File: config.mk
export PLATFORM = sky130hd
export DESIGN_NAME = rot_dma_arb
export DESIGN_NICKNAME = d
export VERILOG_FILES = /design/src/rtl/rot_pkg.sv /design/src/rtl/rot_rr_arb2.sv /design/src/rtl/rot_dma_arb.sv
export SDC_FILE = /design/constraint.sdc
export NUM_CORES = 1
export LEC_CHECK = 0
export CAP_MARGIN = 20
export CORE_AREA = 3 3 94 96
export DETAILED_ROUTE_END_ITERATION = 10
export DIE_AREA = 0 0 97 99
export MAX_ROUTING_LAYER = met4
export PLACE_DENSITY_LB_ADDON = 0.15
export SLEW_MARGIN = 40
export SYNTH_ARGS = -nofsm -noshare
export SYNTH_HDL_FRONTEND = slang
export SYNTH_SLANG_ARGS = --single-unit
File: constraint.sdc
create_clock -name I_ARB_HCLK -period 5.5 [get_ports I_ARB_HCLK]
set_clock_uncertainty 0.1 [all_clocks]
set_input_delay 1.1 -clock I_ARB_HCLK [delete_from_list [all_inputs] [get_ports I_ARB_HCLK]]
set_output_delay 1.1 -clock I_ARB_HCLK [all_outputs]
set_load 0.01 [all_outputs]
File: src/rtl/rot_pkg.sv
// Shared definitions for the rotation engine DMA scheduling blocks.
package rot_pkg;

   // Beat-count width: a burst carries at most 31 beats.
   localparam int CNT_W = 5;

   // Channel identifiers. The index is also the bit position in the REQ and ACK vectors.
   localparam logic CH_RD = 1'b0;   // source-pixel fetch
   localparam logic CH_WR = 1'b1;   // rotated-pixel store

   // Arbiter FSM state encodings.
   typedef enum logic [1:0] {
      ARB_IDLE   = 2'd0,
      ARB_BUSREQ = 2'd1,
      ARB_ISSUE  = 2'd2,
      ARB_XFER   = 2'd3
   } arb_state_e;

endpackage

File: src/rtl/rot_rr_arb2.sv
// Two-input round-robin picker. This block is purely combinational.
// When both inputs request, it selects the channel that was not served last.
module rot_rr_arb2
   import rot_pkg::*;
(
   input  logic [1:0] req,
   input  logic       last,
   output logic       sel,
   output logic       valid
);

   // With a single requester, that requester wins. With two, the one not served last wins.
   always_comb begin
      valid = |req;
      sel   = req[1];
      if (req == 2'b11) sel = ~last;
   end

endmodule

File: src/rtl/rot_dma_arb.sv
// Shares the rotation engine's AHB DMA master between the read (ch0) and write (ch1) requesters.
// The block owns the HBUSREQ/HGRANT handshake and launches one burst at a time.
module rot_dma_arb
   import rot_pkg::*;
#(
   parameter int ADDR_W      = 32,
   parameter int CNT_W       = rot_pkg::CNT_W,
   parameter int GNT_TIMEOUT = 255
) (
   input  logic              I_ARB_HCLK,
   input  logic              I_ARB_RESET,
   input  logic              I_ARB_STOP,
   input  logic [1:0]        I_ARB_REQ,
   input  logic [ADDR_W-1:0] I_ARB_ADDR0,
   input  logic [ADDR_W-1:0] I_ARB_ADDR1,
   input  logic [CNT_W-1:0]  I_ARB_COUNT0,
   input  logic [CNT_W-1:0]  I_ARB_COUNT1,
   input  logic              I_ARB_HGRANT,
   input  logic              I_ARB_HREADY,
   input  logic              I_ARB_DMA_DONE,
   output logic [1:0]        O_ARB_ACK,
   output logic              O_ARB_HBUSREQ,
   output logic              O_ARB_DMA_START,
   output logic [ADDR_W-1:0] O_ARB_DMA_ADDR,
   output logic [CNT_W-1:0]  O_ARB_DMA_COUNT,
   output logic              O_ARB_DMA_WRITE,
   output logic              O_ARB_BUSY,
   output logic              O_ARB_ERR
);

   localparam int TMO_W = $clog2(GNT_TIMEOUT + 1);

   arb_state_e        state_q, state_d;
   logic              last_q, last_d;     // channel served most recently
   logic              wr_q, wr_d;         // latched channel, which is also the write flag
   logic [ADDR_W-1:0] addr_q, addr_d;
   logic [CNT_W-1:0]  cnt_q, cnt_d;
   logic [1:0]        ack_q, ack_d;
   logic              err_q, err_d;
   logic [TMO_W-1:0]  tmo_q, tmo_d;

   logic [1:0]        req_eff;
   logic              pick_sel;
   logic              pick_vld;
   logic [CNT_W-1:0]  pick_cnt;
   logic [ADDR_W-1:0] pick_addr;

   // A requester still holds REQ during the cycle in which it sees its ACK.
   // This mask prevents that stale level from being served a second time.
   assign req_eff = I_ARB_REQ & ~ack_q;

   rot_rr_arb2 u_rr (
      .req   (req_eff),
      .last  (last_q),
      .sel   (pick_sel),
      .valid (pick_vld)
   );

   assign pick_cnt  = (pick_sel == CH_WR) ? I_ARB_COUNT1 : I_ARB_COUNT0;
   assign pick_addr = (pick_sel == CH_WR) ? I_ARB_ADDR1  : I_ARB_ADDR0;

   // Next-state logic: arbitration, bus handshake, grant timeout, and completion ACK.
   always_comb begin
      state_d = state_q;
      last_d  = last_q;
      wr_d    = wr_q;
      addr_d  = addr_q;
      cnt_d   = cnt_q;
      ack_d   = 2'b00;
      err_d   = err_q;
      tmo_d   = tmo_q;
      unique case (state_q)
         ARB_IDLE: begin
            if (!I_ARB_STOP && pick_vld) begin
               if (pick_cnt == '0) begin
                  // An empty burst is acknowledged directly, with no bus activity.
                  ack_d[pick_sel] = 1'b1;
                  last_d          = pick_sel;
               end else begin
                  state_d = ARB_BUSREQ;
                  wr_d    = pick_sel;
                  addr_d  = pick_addr;
                  cnt_d   = pick_cnt;
                  tmo_d   = '0;
               end
            end
         end
         ARB_BUSREQ: begin
            if (I_ARB_HGRANT && I_ARB_HREADY) begin
               state_d = ARB_ISSUE;
            end else if (tmo_q == TMO_W'(GNT_TIMEOUT - 1)) begin
               // Give up on this grant attempt. The request stays pending and is retried from IDLE.
               err_d   = 1'b1;
               tmo_d   = '0;
               state_d = ARB_IDLE;
            end else begin
               tmo_d = tmo_q + TMO_W'(1);
            end
         end
         ARB_ISSUE: begin
            state_d = ARB_XFER;
         end
         ARB_XFER: begin
            if (I_ARB_DMA_DONE) begin
               ack_d[wr_q] = 1'b1;
               last_d      = wr_q;
               state_d     = ARB_IDLE;
            end
         end
         default: state_d = ARB_IDLE;
      endcase
   end

   // State and output registers. Reset abandons any burst in flight without sending an ACK.
   always_ff @(posedge I_ARB_HCLK) begin
      if (I_ARB_RESET) begin
         state_q <= ARB_IDLE;
         last_q  <= CH_WR;      // so that ch0 wins the first contention
         wr_q    <= 1'b0;
         addr_q  <= '0;
         cnt_q   <= '0;
         ack_q   <= 2'b00;
         err_q   <= 1'b0;
         tmo_q   <= '0;
      end else begin
         state_q <= state_d;
         last_q  <= last_d;
         wr_q    <= wr_d;
         addr_q  <= addr_d;
         cnt_q   <= cnt_d;
         ack_q   <= ack_d;
         err_q   <= err_d;
         tmo_q   <= tmo_d;
      end
   end

   // HBUSREQ is held in every non-idle state, so it rises one cycle after REQ.
   assign O_ARB_HBUSREQ   = (state_q != ARB_IDLE);
   assign O_ARB_BUSY      = (state_q != ARB_IDLE);
   assign O_ARB_DMA_START = (state_q == ARB_ISSUE);
   assign O_ARB_ACK       = ack_q;
   assign O_ARB_DMA_ADDR  = addr_q;
   assign O_ARB_DMA_COUNT = cnt_q;
   assign O_ARB_DMA_WRITE = wr_q;
   assign O_ARB_ERR       = err_q;

endmodule

==> metrics <==
status=finished clean; Die H=99 µm; final wirelength=8080 µm; Tcrit/Tclk final=55.7%; Lkg Pwr=1.52 nW; Simple-Gate Fraction of Synth Area=27.2%; WP data required=4300 ps; CP most frequent cell=inv_1; Mean Syn Cell Area=8.09 µm²; largest net degree at the start of global routing=76; initial antenna violation count=0; fmax=0.326 GHz; endpoint class of the critical path=output pin; final setup fails=0; Starting Density=34.5%; Nets=543; max-cap violations=0; largest family of logic cells by synthesized area=simple AND/OR/NAND/NOR gates; asr flop ratio synth=0%; Unique masters post-synth=53; measured slew at the worst slew-check pin=771 ps; first-pass GRT wire length=12900 µm; CP max-delay cell=clkdlybuf4s50_1; crit-path max cell delay=550 ps; die width=97 µm; CP Max Fanout=9; DRC Markers=0; Setup TNS=0 ps; PD cells=234 nW/µm²; peak supply drop=0.0979 mV; CTS resizes=0; vias in the first global route=2741; Primary FF master, synth=dfxtp_1; P&R area growth vs syn=47.2%; CTS tree=built; I/O pins=126; Rows=33; CTS Hold Bufs=0; average wire per standard cell=14.4 µm; synth top area cells=dfxtp_1 (37%), nand2_1 (11%), a311oi_1 (11%), nor2_1 (7.2%), ha_1 (2.7%); H-tree Lvls=2; post-synth top area share=37.1%; Fin. Hold Viols=0; fin. max-slew vios=0; Post-DRT Antenna Nets=0; I/O Buffers=125; Sink Count=52; Iter 0 DRT Violations=91; clk slew on worst S/H paths=100 ps; Initial DRT Pass Iterations=4; syn nets=435; postcts setup bufs=0; CTS root buf=clkbuf_8; HPWL after detailed placement=5740 µm; RSZ-0062 raised after global routing=false; core area=8130 µm²; Mapped Cells=347; relative slew slack=48.6%; Post-Synth Adder-Cell Area=2.67%; Longest Clk Path Bufs=2; Vias/cell=5.06; post-synthesis sequential element count=52; Critical Path Source Type=flop; layout cells sized above 1=6.14%; RD Place Congestion=0.858; ANT cells=0; Hold Path Class=reg -> reg; TritonCTS Buffers=5; number of enable flip-flop cells after synthesis=0; sequential-to-total area share from yosys stat=37.1%; kind of critical path=reg -> out; Total GRT Usage=16.6%; share of synthesized area spent on multiplexers=1.83%; remaining global-route overflow=0; critical path arrival=1860 ps; Period minus WS final=3060 ps; total vias in the final route=2839; largest area contributor in the netlist=dfxtp_1; fin util=50.8%; xor and xnor fraction of the mapped netlist area=0%; Synth Warn #=0; worst-path cell chain=inv_1 > ha_1 > inv_1 > clkdlybuf4s50_1; Synth Cell Area=2810 µm²; die area=9600 µm²; worst skew pair latency=300 ps; area fraction in compound gates after synthesis=24.4%
[state kept, by name, summed over array words and instances (netlist names), named ones only]
name,count
O_ARB_DMA_ADDR,32
state_q,1
O_ARB_ACK,2
O_ARB_DMA_COUNT,5
O_ARB_ERR,1
O_ARB_DMA_WRITE,1
last_q,1
tmo_q,8
[where the power goes]
group / switching [W] / total, W / internal [W]
Clock: 0.000137 / 0.000229 / 0.0000916
Combinational: 0.000146 / 0.000309 / 0.000163
Sequential: 0.0000184 / 0.000430 / 0.000411
[final cells by class]
cell class	count	area, µm²
repair buffers	126	1260
clock inverters	3	22.5
fillers	790	4000
flip-flops and latches	52	1040
inverters	10	37.5
well taps	105	131
clock buffers	5	68.8
multi-input cells	260	1580
[cells in the mapped netlist, types with 4 or more instances]
library cell  count
o211ai_1          4
ha_1              6
buf_6             6
mux2i_1           4
o21ai_0           7
nand3_1           5
nor2_1           54
a311oi_1         34
and3_1            4
a21oi_1           8
dfxtp_1          52
nand2_1          82
nor2b_1           4
nor3_1            4
clkbuf_1          8
buf_2             9
inv_1            10
[stage by stage]
stage                     instance area [µm²]  total power (W)  setup WS [ps]  hold slack [ps]  cells
after floorplan                          2810         0.000603           3030              362    347
after global placement                   4040         0.000744           2120              360    553
after detailed placement                 4040         0.000748           2150              371    553
after CTS                                4130         0.000980           2420              394    561
after global routing                     4130          0.00102           2270              417    561
final                                    4130         0.000967           2440              385    561
[path summary, 6_finish.rpt]
path                                    to  cells after the start  slack [ps]       start
worst max-delay path            O_ARB_BUSY                      4        2440  state_q[0]
worst min-delay path             O_ARB_ERR                      2         390   O_ARB_ERR
worst max register to register    tmo_q[1]                      7        3210  state_q[0]
worst min register to register   O_ARB_ERR                      2         390   O_ARB_ERR
[layout by cell type (no fill, tap or decap), drive strengths merged, types with 3 or more instances in the layout]
| cell | instances |
|---|---|
| nor2 | 54 |
| and3 | 4 |
| o211ai | 5 |
| nand2 | 82 |
| o21ai | 9 |
| o311ai | 3 |
| a311oi | 36 |
| dfxtp | 52 |
| inv | 11 |
| a211oi | 3 |
| ha | 6 |
| nor2b | 4 |
| clkbuf | 5 |
| nor3 | 4 |
| mux2i | 4 |
| o221ai | 3 |
| clkdlybuf4s50 | 124 |
| nand3 | 5 |
| a21oi | 8 |
[cell families (layout without fill, tap and decap cells)]
kind of cell / after synthesis / after routing
fa+ha+maj: 6 / 6
buf+inv: 35 / 144
simple gates: 170 / 170
flops: 52 / 52
mux: 5 / 5
compound gates: 79 / 79
[critical path, delay by kind of cell (launching register included)]
kind,cells,cell delay (ps)
adders and majority gates,1,330
buffers and inverters,3,830
DFF,1,390
[layer usage]
metal  global-route usage (%)  routed length [µm]  vias to the layer above
met4                     5.08                 131                        0
met3                     4.74                 519                       12
li1                         -                   -                     1453
met1                     20.8                3830                     1274
met2                     26.0                3610                      100
met5                        -                   0                        -
Note: power is estimated with default switching activity, not from simulation.
